File: config.mk
export PLATFORM = sky130hd
export DESIGN_NAME = logic_axi4_stream_mux_arbiter_stage
export DESIGN_NICKNAME = d
export VERILOG_FILES = /design/src/rtl/logic_axi4_stream_mux_arbiter_stage.sv
export SDC_FILE = /design/constraint.sdc
export NUM_CORES = 1
export LEC_CHECK = 0
export ABC_AREA = 1
export CORE_MARGIN = 2
export CORE_UTILIZATION = 47
export CTS_BUF_LIST = sky130_fd_sc_hd__clkbuf_8
export DETAILED_ROUTE_END_ITERATION = 8
export GPL_TIMING_DRIVEN = 0
export PLACE_DENSITY = 0.81
export SKIP_CTS_REPAIR_TIMING = 1
export SLEW_MARGIN = 40
export SYNTH_ARGS = -nofsm -noshare
export SYNTH_HDL_FRONTEND = slang
export SYNTH_SLANG_ARGS = --single-unit
export TNS_END_PERCENT = 1
File: constraint.sdc
create_clock -name aclk -period 2.68 [get_ports aclk]
set_input_delay 0.804 -clock aclk [delete_from_list [all_inputs] [get_ports aclk]]
set_output_delay 0.804 -clock aclk [all_outputs]
set_load 0.02 [all_outputs]
File: src/rtl/logic_axi4_stream_mux_arbiter_stage.sv
// logic_axi4_stream_mux_arbiter_stage: RADIX:1 round-robin AXI4-Stream mux stage with packet lock and 2-entry output skid
module logic_axi4_stream_mux_arbiter_stage #(
  parameter int INPUTS = 2,
  parameter int RADIX = 2,
  parameter int OUTPUTS = (INPUTS + RADIX - 1) / RADIX,
  parameter int TDATA_BYTES = 1,
  parameter int TDEST_WIDTH = 1,
  parameter int TUSER_WIDTH = 1,
  parameter int TID_WIDTH = 1,
  parameter bit USE_TLAST = 1,
  parameter bit USE_TKEEP = 1,
  parameter bit USE_TSTRB = 1,
  parameter bit PACKET_LOCK = 1,
  localparam int GW = $clog2(RADIX),
  localparam int DW = 8 * TDATA_BYTES
) (
  input  logic aclk,
  input  logic areset,
  input  logic [INPUTS-1:0] rx_tvalid,
  output logic [INPUTS-1:0] rx_tready,
  input  logic [INPUTS-1:0][DW-1:0] rx_tdata,
  input  logic [INPUTS-1:0][TDATA_BYTES-1:0] rx_tkeep,
  input  logic [INPUTS-1:0][TDATA_BYTES-1:0] rx_tstrb,
  input  logic [INPUTS-1:0] rx_tlast,
  input  logic [INPUTS-1:0][TID_WIDTH-1:0] rx_tid,
  input  logic [INPUTS-1:0][TDEST_WIDTH-1:0] rx_tdest,
  input  logic [INPUTS-1:0][TUSER_WIDTH-1:0] rx_tuser,
  output logic [OUTPUTS-1:0] tx_tvalid,
  input  logic [OUTPUTS-1:0] tx_tready,
  output logic [OUTPUTS-1:0][DW-1:0] tx_tdata,
  output logic [OUTPUTS-1:0][TDATA_BYTES-1:0] tx_tkeep,
  output logic [OUTPUTS-1:0][TDATA_BYTES-1:0] tx_tstrb,
  output logic [OUTPUTS-1:0] tx_tlast,
  output logic [OUTPUTS-1:0][TID_WIDTH-1:0] tx_tid,
  output logic [OUTPUTS-1:0][TDEST_WIDTH-1:0] tx_tdest,
  output logic [OUTPUTS-1:0][TUSER_WIDTH-1:0] tx_tuser,
  output logic [OUTPUTS-1:0][GW-1:0] grant
);
  localparam int KW = TDATA_BYTES;
  localparam int TL = DW + 2 * KW;
  localparam int BW = TL + 1 + TUSER_WIDTH + TDEST_WIDTH + TID_WIDTH;
  logic [BW-1:0] beat [INPUTS];
  for (genvar i = 0; i < INPUTS; i++) begin : g_pack
    assign beat[i] = {rx_tid[i], rx_tdest[i], rx_tuser[i], USE_TLAST ? rx_tlast[i] : 1'b1,
                      rx_tkeep[i], rx_tstrb[i], rx_tdata[i]};
  end
  for (genvar g = 0; g < OUTPUTS; g++) begin : g_grp
    localparam int BASE = g * RADIX;
    localparam int M = (INPUTS - BASE < RADIX) ? INPUTS - BASE : RADIX;
    logic [RADIX-1:0] gv;
    logic [BW-1:0] gb [RADIX];
    logic [M-1:0] gr;
    logic [GW-1:0] ptr, ptr_n, sel;
    logic locked, locked_n, hit, push, pop;
    logic [1:0] cnt;
    logic [BW-1:0] b0, b1;
    int j;
    for (genvar i = 0; i < RADIX; i++) begin : g_in
      if (i < M) begin : g_used
        assign gv[i] = rx_tvalid[BASE+i];
        assign gb[i] = beat[BASE+i];
        assign rx_tready[BASE+i] = gr[i];
      end else begin : g_pad
        assign gv[i] = 1'b0;
        assign gb[i] = '0;
      end
    end
    assign push = hit & ~cnt[1] & ~areset;
    assign pop = (cnt != 2'd0) & tx_tready[g];
    // arbitration state: pointer/grant and packet lock, plus skid occupancy
    always_ff @(posedge aclk) begin
      if (areset) begin
        ptr <= '0;
        locked <= 1'b0;
        cnt <= 2'd0;
      end else begin
        ptr <= ptr_n;
        locked <= locked_n;
        cnt <= cnt + {1'b0, push} - {1'b0, pop};
      end
    end
    // round-robin search starting after ptr; a lock pins selection to ptr
    always_comb begin
      sel = ptr;
      hit = 1'b0;
      j = 0;
      for (int k = M; k >= 1; k--) begin
        j = int'(ptr) + k;
        j = j >= M ? j - M : j;
        if (gv[GW'(j)]) begin
          sel = GW'(j);
          hit = 1'b1;
        end
      end
      if (locked) begin
        sel = ptr;
        hit = gv[ptr];
      end
      ptr_n = push ? sel : ptr;
      locked_n = push ? (PACKET_LOCK && !gb[sel][TL]) : locked;
    end
    // only the selected input sees tready, and only while the skid has room
    always_comb begin
      gr = '0;
      for (int k = 0; k < M; k++) gr[k] = (int'(sel) == k) && !cnt[1] && !areset;
    end
    // skid storage: b0 is the head presented on tx, b1 catches the beat that arrives while stalled
    always_ff @(posedge aclk) begin
      b0 <= (push && (cnt == 2'd0 || (cnt == 2'd1 && pop))) ? gb[sel] : (pop && cnt[1]) ? b1 : b0;
      b1 <= (push && cnt == 2'd1 && !pop) ? gb[sel] : b1;
    end
    assign tx_tvalid[g] = cnt != 2'd0;
    assign tx_tdata[g] = b0[DW-1:0];
    assign tx_tstrb[g] = USE_TSTRB ? b0[DW +: KW] : '1;
    assign tx_tkeep[g] = USE_TKEEP ? b0[DW+KW +: KW] : '1;
    assign tx_tlast[g] = USE_TLAST ? b0[TL] : 1'b1;
    assign tx_tuser[g] = b0[TL+1 +: TUSER_WIDTH];
    assign tx_tdest[g] = b0[TL+1+TUSER_WIDTH +: TDEST_WIDTH];
    assign tx_tid[g] = b0[TL+1+TUSER_WIDTH+TDEST_WIDTH +: TID_WIDTH];
    assign grant[g] = ptr;
  end
endmodule
==> impl_metrics.env, run 1 <==
export IMPL_p_int_w=0.0009576
export IMPL_cts_sinks=32
export IMPL_drt_first_iter_violations=58
export IMPL_period_minus_slack_ns=2.500
export IMPL_die_area_mm2=0.003802
export IMPL_final_antenna_net_count=0
export IMPL_synth_nets=203
export IMPL_clk_pin_slew_ns=0.07
export IMPL_power_frac_clock_pct=34.9
export IMPL_io_pins=51
export IMPL_netlist_area_leader_share_pct=53.80
export IMPL_layout_drive_gt1_share_pct=16.67
export IMPL_ys_top_cells_by_area="edfxtp_1 54%, nand2_1 17%, nand2_2 6.4%, dfxtp_1 5.1%, nand3_1 5.1%"
export IMPL_pwr_share_seq_pct=45.2
export IMPL_grt_max_degree=16
export IMPL_layout_cells_non_filler=272
export IMPL_rsz0062_at_grt="no"
export IMPL_finalCritPeriodShare_pct=93.27
export IMPL_die_h_um=61.66
export IMPL_fin_worst_skew_ns=0.004683
export IMPL_clock_path_buffers=2
export IMPL_setup_violations=0
export IMPL_synth_fa_ha_area_share_pct=0
export IMPL_io_buffers=50
export IMPL_seq_area_um2=920.9
export IMPL_hold_path_depth=2
export IMPL_crit_path_max_fanout=10
export IMPL_synth_top_family_by_area="simple AND/OR/NAND/NOR gates"
export IMPL_cts_buffers=5
export IMPL_hold_class="reg2reg"
export IMPL_first_global_vias=1286
export IMPL_synth_seq_cells=32
export IMPL_grt_pass1_wl_um=5589
export IMPL_drc=0
export IMPL_syn_inst=170
export IMPL_clock_latency_ns=0.28
export IMPL_fillers=244
export IMPL_gp_congestion=0.8086
export IMPL_dp_hpwl_um=2663
export IMPL_slowest_delay_ns=0.17
export IMPL_synth_simple_area_share_pct=34.35
export IMPL_ys_types=19
export IMPL_cts_tree="yes"
export IMPL_worst_pin_slew_ns=0.5651
export IMPL_min_from="g_grp[0].b1[7]"
export IMPL_yosys_area_top_type="edfxtp_1"
export IMPL_end_kind="output pin"
export IMPL_p_sw_share_pct=25.29
export IMPL_peakVddDrop_uv=381.0
export IMPL_antenna_cells=0
export IMPL_nets=260
export IMPL_wl_per_cell_um=13.10
export IMPL_reg2reg_depth=7
export IMPL_status="complete, no violations"
export IMPL_max_freq_mhz=400.1
export IMPL_synthXorXnorAreaFrac_pct=0
export IMPL_vias=1343
export IMPL_seq_area_frac_synth_pct=58.93
export IMPL_r2r_slack_ns=0.74
export IMPL_start_kind="input pin"
export IMPL_rows=20
export IMPL_hold_path_endpoint="g_grp[0].b0[7]"
export IMPL_grt_overflow=0
export IMPL_p_leak_nw=0.9816
export IMPL_syn_to_final_growth_pct=42.91
export IMPL_syn_area_mm2=0.001563
export IMPL_synthMuxAreaShare_pct=0
export IMPL_criticalPathCategory="in2out"
export IMPL_first_pass_iters=4
export IMPL_arrival_ns=1.70
export IMPL_die_w_um=61.66
export IMPL_p_sw_w=0.0003241
export IMPL_cap_violations=0
export IMPL_htreeDepth=2
export IMPL_grt_use_total_pct=20.98
export IMPL_relSlewSlack_pct=62.24
export IMPL_r2r_start="grant"
export IMPL_antenna_found_initial=0
export IMPL_r2r_end="g_grp[0].b0[11]"
export IMPL_multi_input_area_um2=578.1
export IMPL_place_inst=264
export IMPL_avgSynthCellArea_um2=9.193
export IMPL_cts_root_buf="clkbuf_8"
export IMPL_critPathSlowestCell="buf_6"
export IMPL_synth_compound_area_share_pct=1.361
export IMPL_coreArea_mm2=0.003103
export IMPL_wl_um=3564
export IMPL_power_density_mw_per_mm2=573.9
export IMPL_yosysWarnings=0
export IMPL_comb_power_share_pct=19.8
export IMPL_cp_required_ns=1.88
export IMPL_worstPathCellList="clkbuf_2, nand2_1, nand2_4, nand2_4, buf_6, nor2_1, clkbuf_2"
export IMPL_final_util_pct=71.98
export IMPL_start_util_pct=50.36
export IMPL_vias_per_cell=4.938
export IMPL_drv_slew=0
export IMPL_final_hold_viol_count=0
[Yosys cell counts]
library cell and instances:
nand3_2 2, nand2_2 16, buf_6 2, buf_4 2, inv_2 1, nand3_1 16
nor2_1 10, inv_1 10, dfxtp_1 4, nand3b_1 1, o21ai_0 1, nand2_1 70
a21oi_1 2, edfxtp_1 28, a31oi_1 1, nor2_2 1, nand2_4 1, nor2_4 1
buf_2 1
[cell type report]
class / count / area share (%)
Clock inverter: 3 / 1.737
Buffer: 5 / 1.905
Clock buffer: 5 / 3.081
Sequential cell: 32 / 41.23
Timing Repair Buffer: 50 / 21.85
Tap cell: 44 / 2.465
Multi-Input combinational cell: 122 / 25.88
Inverter: 11 / 1.849
[routing by layer]
layer  track usage [%]  wire length [um]  vias to the layer above
li1                  -                 -                      664
met1             23.28              1404                      621
met2             37.74              1877                       47
met3             6.092               192                       11
met4             7.903                89                        0
met5                 0                 0                        -
[sequential cells by signal, indices dropped and copies added, names as in the netlist]
signal,flops
g_grp.locked,1
g_grp.cnt,2
g_grp.b0,14
g_grp.b1,14
grant,1
[power groups by stage]
stage | combinational [W] | sequential (W) | clock, W
after floorplan | 0.000121 | 0.000607 | 0
after global placement | 0.000247 | 0.000589 | 0
after detailed placement | 0.000253 | 0.000590 | 0
after CTS | 0.000255 | 0.000580 | 0.000449
after global routing | 0.000278 | 0.000582 | 0.000469
final | 0.000254 | 0.000580 | 0.000448
[cell usage in the layout (no fill, tap or decap)]
cell / count
dlymetal6s2s_1: 1
buf_2: 1
nor2_4: 2
clkdlybuf4s50_1: 46
bufinv_16: 1
nor2_1: 9
nand2_4: 2
nand3_2: 1
clkinv_2: 1
inv_1: 11
o21ai_0: 1
nand3_1: 16
nand3_4: 1
nor2_2: 1
nand2_2: 15
nand2_1: 70
clkbuf_2: 3
edfxtp_1: 28
a31oi_1: 1
dfxtp_1: 4
buf_6: 2
buf_4: 2
a21oi_1: 2
clkbuf_8: 5
nand3b_1: 1
inv_2: 1
[worst max-delay path: cells and delay by family]
family | cells | cell delay (ns)
buf+inv | 3 | 0.48
simple gates | 4 | 0.41
[stage by stage]
| stage | TNS (ns) | area, um^2 | total power [W] | setup WS (ns) | hold slack (ns) |
|---|---|---|---|---|---|
| 2_1_floorplan | 0 | 1563 | 0.0007278 | 0.3473 | 0.4740 |
| 4_1_cts | -1.394 | 2226 | 0.001284 | -0.6994 | 0.5215 |
| 3_3_place_gp | -3.517 | 2118 | 0.0008359 | -0.6685 | 0.4987 |
| 6_report | 0 | 2233 | 0.001282 | 0.1804 | 0.5155 |
| 5_1_grt | 0 | 2233 | 0.001328 | 0.1002 | 0.5287 |
| 3_5_place_dp | -3.903 | 2118 | 0.0008429 | -0.6856 | 0.5068 |
[kinds of logic after synthesis]
kind of cell | after synthesis
compound gates | 4
buf+inv | 16
flops | 32
simple gates | 118
[worst max path at each step]
| stage | start | endpoint | slack (ns) | depth (start not counted) |
|---|---|---|---|---|
| 2_1_floorplan | rx_tvalid[0] | rx_tready[1] | 0.35 | 3 |
| 3_3_place_gp | rx_tvalid[0] | rx_tready[1] | -0.67 | 5 |
| 3_5_place_dp | rx_tvalid[0] | rx_tready[0] | -0.69 | 7 |
| 4_1_cts | rx_tvalid[0] | rx_tready[0] | -0.70 | 7 |
| 5_1_grt | rx_tvalid[0] | rx_tready[0] | 0.10 | 7 |
| 6_report | rx_tvalid[0] | rx_tready[0] | 0.18 | 7 |
(Power assumes the default switching activity.)
==> run 2, diff against run 1 <==
--- a/config.mk
+++ b/config.mk
@@ -5,9 +5,9 @@
 export SDC_FILE = /design/constraint.sdc
 export NUM_CORES = 1
 export LEC_CHECK = 0
-export ABC_AREA = 1
+export CORE_ASPECT_RATIO = 1.1
 export CORE_MARGIN = 2
-export CORE_UTILIZATION = 47
+export CORE_UTILIZATION = 46
 export CTS_BUF_LIST = sky130_fd_sc_hd__clkbuf_8
 export DETAILED_ROUTE_END_ITERATION = 8
 export GPL_TIMING_DRIVEN = 0
==> run 2 against run 1 <==
Wire length shrank 17%. Sequential share of layout area grew 1.1 points. Utilization shrank 1.2 points. Combinational power grew 35%. Cell count shrank 30%. Non-clock buffer count grew 4. First-iteration DRC count shrank 52%. Global-route usage shrank 3.0 points. Final area shrank 2.6%. Largest power group unchanged. Highest routed layer unchanged.
==> impl_metrics.env, run 2 <==
export IMPL_antenna_found_initial=0
export IMPL_die_area_mm2=0.003705
export IMPL_crit_path_max_fanout=10
export IMPL_worstPathCellList="clkbuf_1, or2_2, clkdlybuf4s50_1"
export IMPL_syn_inst=92
export IMPL_final_cell_area_mm2=0.002176
export IMPL_hold_class="reg2reg"
export IMPL_fin_worst_skew_ns=0.003579
export IMPL_die_w_um=58.22
export IMPL_critPathTopFamily="buffers and inverters"
export IMPL_end_kind="output pin"
export IMPL_slowest_delay_ns=0.59
export IMPL_drv_slew=0
export IMPL_synth_common_cells="28 x edfxtp_1, 21 x mux2_2, 8 x mux2_4, 6 x nor2_1"
export IMPL_yosysMostFrequentCell="edfxtp_1"
export IMPL_crit_buf_inv=2
export IMPL_drc=0
export IMPL_start_util_pct=48.39
export IMPL_gp_congestion=0.6900
export IMPL_cts_sinks=32
export IMPL_coreArea_mm2=0.003074
export IMPL_die_h_um=63.65
export IMPL_first_global_vias=1043
export IMPL_antenna_cells=0
export IMPL_grt_pass1_wl_um=4712
export IMPL_seq_area_frac_synth_pct=61.90
export IMPL_relSlewSlack_pct=50.38
export IMPL_rsz0062_at_grt="no"
export IMPL_avgSynthCellArea_um2=16.17
export IMPL_clock_latency_ns=0.28
export IMPL_final_antenna_net_count=0
export IMPL_layout_drive_gt1_share_pct=32.69
export IMPL_wl_per_cell_um=15.53
export IMPL_synth_seq_cells=32
export IMPL_cp_required_ns=1.88
export IMPL_multi_input_area_um2=550.5
export IMPL_cts_tree="yes"
export IMPL_finalHoldWorstSlack_ns=0.5536
export IMPL_first_pass_iters=4
export IMPL_yosysWarnings=0
export IMPL_drt_first_iter_violations=28
export IMPL_dp_slack_ns=-0.9460
export IMPL_dp_hpwl_um=2128
export IMPL_topRoutingLayerUsed="met4"
export IMPL_cts_buffers=5
export IMPL_start_kind="flip-flop"
export IMPL_dpl_cell_area_mm2=0.002033
export IMPL_layout_commonest_cell="clkdlybuf4s50_1"
export IMPL_cts_root_buf="clkbuf_8"
export IMPL_reg_largest_list="g_grp.b0: 14 flops, g_grp.b1: 14 flops, g_grp.cnt: 2 flops"
export IMPL_grt_use_total_pct=18.03
export IMPL_seq_area_um2=920.9
export IMPL_status="complete, no violations"
export IMPL_yosys_area_top_type="edfxtp_1"
export IMPL_cap_violations=0
export IMPL_netlist_area_leader_share_pct=56.52
export IMPL_layout_setup_ws_ns=0.1504
export IMPL_critPathSlowestCell="clkdlybuf4s50_1"
export IMPL_wl_um=2950
export IMPL_syn_to_final_growth_pct=46.26
export IMPL_criticalPathCategory="reg2out"
export IMPL_clock_path_buffers=2
export IMPL_synthArstFlopShare_pct=0
export IMPL_vias=979
export IMPL_finalCritPeriodShare_pct=94.39
export IMPL_ys_top_cells_by_area="edfxtp_1 57%, mux2_2 16%, mux2_4 8.1%, dfxtp_1 5.4%, nor2_1 1.5%"
export IMPL_worst_pin_slew_ns=0.7435
export IMPL_max_freq_mhz=395.3
export IMPL_final_cell_mix="46 x clkdlybuf4s50_1, 28 x edfxtp_1, 21 x mux2_2"
export IMPL_period_minus_slack_ns=2.530
export IMPL_rows=21
export IMPL_clk_pin_slew_ns=0.06
export IMPL_fillers=210
export IMPL_synth_nets=125
export IMPL_io_pins=51
export IMPL_power_density_mw_per_mm2=586.6
export IMPL_syn_area_mm2=0.001488
export IMPL_vias_per_cell=5.153
export IMPL_arrival_ns=1.73
export IMPL_synth_edf_count=28
export IMPL_dr_wl_met2_um=1504
export IMPL_nets=188
export IMPL_grt_overflow=0
export IMPL_grt_max_degree=15
export IMPL_ys_types=24
export IMPL_r2r_slack_ns=0.62
export IMPL_setup_violations=0
export IMPL_htreeDepth=2
export IMPL_peakVddDrop_uv=383.5
export IMPL_p_leak_nw=0.8257
export IMPL_dr_wl_met3_um=225
export IMPL_io_buffers=50
export IMPL_setup_tns_ns=0
export IMPL_drt_met1_wl_um=1166
export IMPL_synth_ff_type="edfxtp_1"
export IMPL_final_hold_viol_count=0
run 2: final timing paths:
kind / start / endpoint / cells after the start
worst max-delay path: g_grp[0].cnt[1] / tx_tvalid / 3
worst min-delay path: g_grp[0].b1[13] / g_grp[0].b0[13] / 1
worst max register to register: grant / g_grp[0].b0[10] / 5
worst min register to register: g_grp[0].b1[13] / g_grp[0].b0[13] / 1
run 2: cell type report:
class                           count  share of cell area (%)
Tap cell                           34                   1.955
Multi-Input combinational cell     55                   25.30
Inverter                            2                  0.3450
Clock inverter                      3                  0.5175
Clock buffer                        5                   3.163
Sequential cell                    32                   42.32
Timing Repair Buffer               56                   24.84
Buffer                              3                   1.553
run 2: per-layer routing:
layer  up-vias  GRT usage [%]
met5         -              0
met1       459          20.32
met4         0          11.34
met3         6          6.160
li1        470              -
met2        44          28.69
run 2: power by group:
group | internal [W] | leakage [nW] | switching [W]
clock network | 0.000173 | 0.0482 | 0.000165
registers | 0.000582 | 0.290 | 0.0000131
logic | 0.000205 | 0.487 | 0.000139
total | 0.000959 | 0.826 | 0.000317
run 2: cell families (layout without fill, tap and decap cells):
logic type,Yosys count,in the layout,share of synthesized area (%)
multiplexers,29,29,23.97
buffers and inverters,5,69,2.523
AND/OR/NAND/NOR,20,20,7.906
AO/OA/AOI/OAI,4,4,2.019
flip-flops,32,32,61.90
XOR/XNOR,2,2,1.682
run 2: metrics by stage:
stage	total power (W)	std cells	util, %
after floorplan	0.0007905	92	-
after global placement	0.0009041	176	66.06
after detailed placement	0.0009146	176	66.14
after CTS	0.001250	184	68.74
after global routing	0.001330	190	70.78
final	0.001276	190	70.78
==> run 3, diff against run 2 <==
--- a/config.mk
+++ b/config.mk
@@ -12,7 +12,6 @@
 export DETAILED_ROUTE_END_ITERATION = 8
 export GPL_TIMING_DRIVEN = 0
 export PLACE_DENSITY = 0.81
-export SKIP_CTS_REPAIR_TIMING = 1
 export SLEW_MARGIN = 40
 export SYNTH_ARGS = -nofsm -noshare
 export SYNTH_HDL_FRONTEND = slang
==> run 3 against run 2 <==
Via count down 0.61%. Critical endpoint is now rx_tready[0]. Critical path depth up 3. Critical path type is now in2out. Sequential cell count unchanged.
==> impl_metrics.env, run 3 (synthesis gave the netlist of run 2 again) <==
export IMPL_rows=21
export IMPL_finalCritPeriodShare_pct=96.02
export IMPL_hold_path_endpoint="g_grp[0].b0[10]"
export IMPL_use_met2_pct=28.84
export IMPL_grt_max_degree=15
export IMPL_wl_per_cell_um=15.57
export IMPL_start_util_pct=48.39
export IMPL_antenna_found_initial=0
export IMPL_r2r_start="grant"
export IMPL_criticalPathCategory="in2out"
export IMPL_drc=0
export IMPL_max_freq_mhz=388.6
export IMPL_r2r_end="g_grp[0].b0[10]"
export IMPL_min_from="g_grp[0].b1[10]"
export IMPL_clock_path_buffers=2
export IMPL_final_hold_viol_count=0
export IMPL_p_leak_nw=0.7962
export IMPL_syn_to_final_growth_pct=44.24
export IMPL_power_density_mw_per_mm2=586.7
export IMPL_cts_root_buf="clkbuf_8"
export IMPL_cts_sinks=32
export IMPL_final_cell_mix="46 x clkdlybuf4s50_1, 28 x edfxtp_1, 21 x mux2_2"
export IMPL_htreeDepth=2
export IMPL_layout_drive_gt1_share_pct=31.37
export IMPL_start_kind="input pin"
export IMPL_first_global_vias=1060
export IMPL_grt_overflow=0
export IMPL_io_buffers=50
export IMPL_end_kind="output pin"
export IMPL_wl_um=2912
export IMPL_grt_use_total_pct=18.26
export IMPL_grt_pass1_wl_um=4788
export IMPL_vias_per_cell=5.203
export IMPL_peakVddDrop_uv=385.0
export IMPL_use_met3_pct=6.160
export IMPL_io_pins=51
export IMPL_clock_latency_ns=0.28
export IMPL_final_antenna_net_count=0
export IMPL_die_w_um=58.22
export IMPL_die_area_mm2=0.003705
export IMPL_layout_setup_ws_ns=0.1066
export IMPL_vias=973
export IMPL_clk_pin_slew_ns=0.06
export IMPL_antenna_cells=0
export IMPL_cap_violations=0
export IMPL_cp_required_ns=1.88
export IMPL_fin_worst_skew_ns=0.003105
export IMPL_p_total_w=0.001259
export IMPL_setup_violations=0
export IMPL_dpl_cell_area_mm2=0.002033
export IMPL_rsz0062_at_grt="no"
export IMPL_reg_largest_list="g_grp.b0: 14 flops, g_grp.b1: 14 flops, g_grp.cnt: 2 flops"
export IMPL_crit_path_max_fanout=4
export IMPL_period_minus_slack_ns=2.573
export IMPL_gp_congestion=0.6900
export IMPL_drt_first_iter_violations=13
export IMPL_hold_path_depth=1
export IMPL_layout_commonest_cell="clkdlybuf4s50_1"
export IMPL_worst_pin_slew_ns=0.7294
export IMPL_hold_class="reg2reg"
export IMPL_die_h_um=63.65
export IMPL_cts_tree="yes"
export IMPL_gr_max_usage_layer="met2"
export IMPL_fillers=213
export IMPL_relSlewSlack_pct=51.32
export IMPL_status="complete, no violations"
export IMPL_met1_usage_pct=20.95
export IMPL_dp_hpwl_um=2128
export IMPL_r2r_slack_ns=0.63
export IMPL_final_cell_area_mm2=0.002146
export IMPL_reg2reg_depth=5
export IMPL_drv_slew=0
export IMPL_arrival_ns=1.77
export IMPL_first_pass_iters=4
export IMPL_dp_slack_ns=-0.9460
export IMPL_coreArea_mm2=0.003074
export IMPL_cts_buffers=5
export IMPL_nets=185
run 3: cell count changes in the layout (fill, tap and decap cells not counted), sizes merged:
cell          before  now
buf                9    7
clkbuf             7    6
dlygate4sd2        0    2
dlymetal6s2s       2    0
run 3: report_power, final:
| group | total (W) | internal [W] | switching (W) | leakage, nW |
|---|---|---|---|---|
| registers | 0.000595 | 0.000582 | 0.0000132 | 0.290 |
| logic | 0.000328 | 0.000191 | 0.000136 | 0.458 |
| clock network | 0.000337 | 0.000173 | 0.000164 | 0.0482 |
run 3: cell type report:
class	count	area [um^2]	share of cell area, %
well taps	34	42.54	1.983
clock inverters	3	11.26	0.5248
repair buffers	53	510.5	23.79
multi-input cells	55	550.5	25.66
clock buffers	5	68.82	3.207
flip-flops and latches	32	920.9	42.92
plain buffers	3	33.78	1.574
inverters	2	7.507	0.3499
run 3: stage by stage:
stage | setup TNS [ns] | hold WS, ns | util, % | std cells
final | 0 | 0.5471 | 69.80 | 187
after global routing | 0 | 0.5692 | 69.80 | 187
after CTS | 0 | 0.5487 | 70.00 | 187
after detailed placement | -5.686 | 0.5351 | 66.14 | 176
after global placement | -9.287 | 0.5280 | 66.06 | 176
after floorplan | 0 | 0.5231 | - | 92
run 3: worst max path at each step:
stage	start	end	slack, ns	depth (start not counted)
3_3_place_gp	rx_tvalid[0]	rx_tready[0]	-0.93	6
2_1_floorplan	rx_tvalid[0]	rx_tready[1]	0.19	4
3_5_place_dp	rx_tvalid[0]	rx_tready[0]	-0.95	6
4_1_cts	rx_tvalid[0]	rx_tready[0]	0.005	6
5_1_grt	g_grp[0].cnt[1]	tx_tvalid	0.04	3
6_report	rx_tvalid[0]	rx_tready[0]	0.11	6
run 3: per-layer routing:
metal	part of all wire (%)	vias up
met2	51	42
met5	0	-
met1	39	461
met4	2.0	0
li1	-	463
met3	7.8	7
run 3: critical path: stages:
cell and delay [ns]:
dlygate4sd2_1 0.27, nand2b_4 0.10, xor2_4 0.19, buf_8 0.13, and2_2 0.13, buf_2 0.15
run 3: repair_timing:
action	CTS	global route
gates resized for setup	14	1
hold buffers	0	0
setup endpoints to repair	2	1
setup buffers	3	0
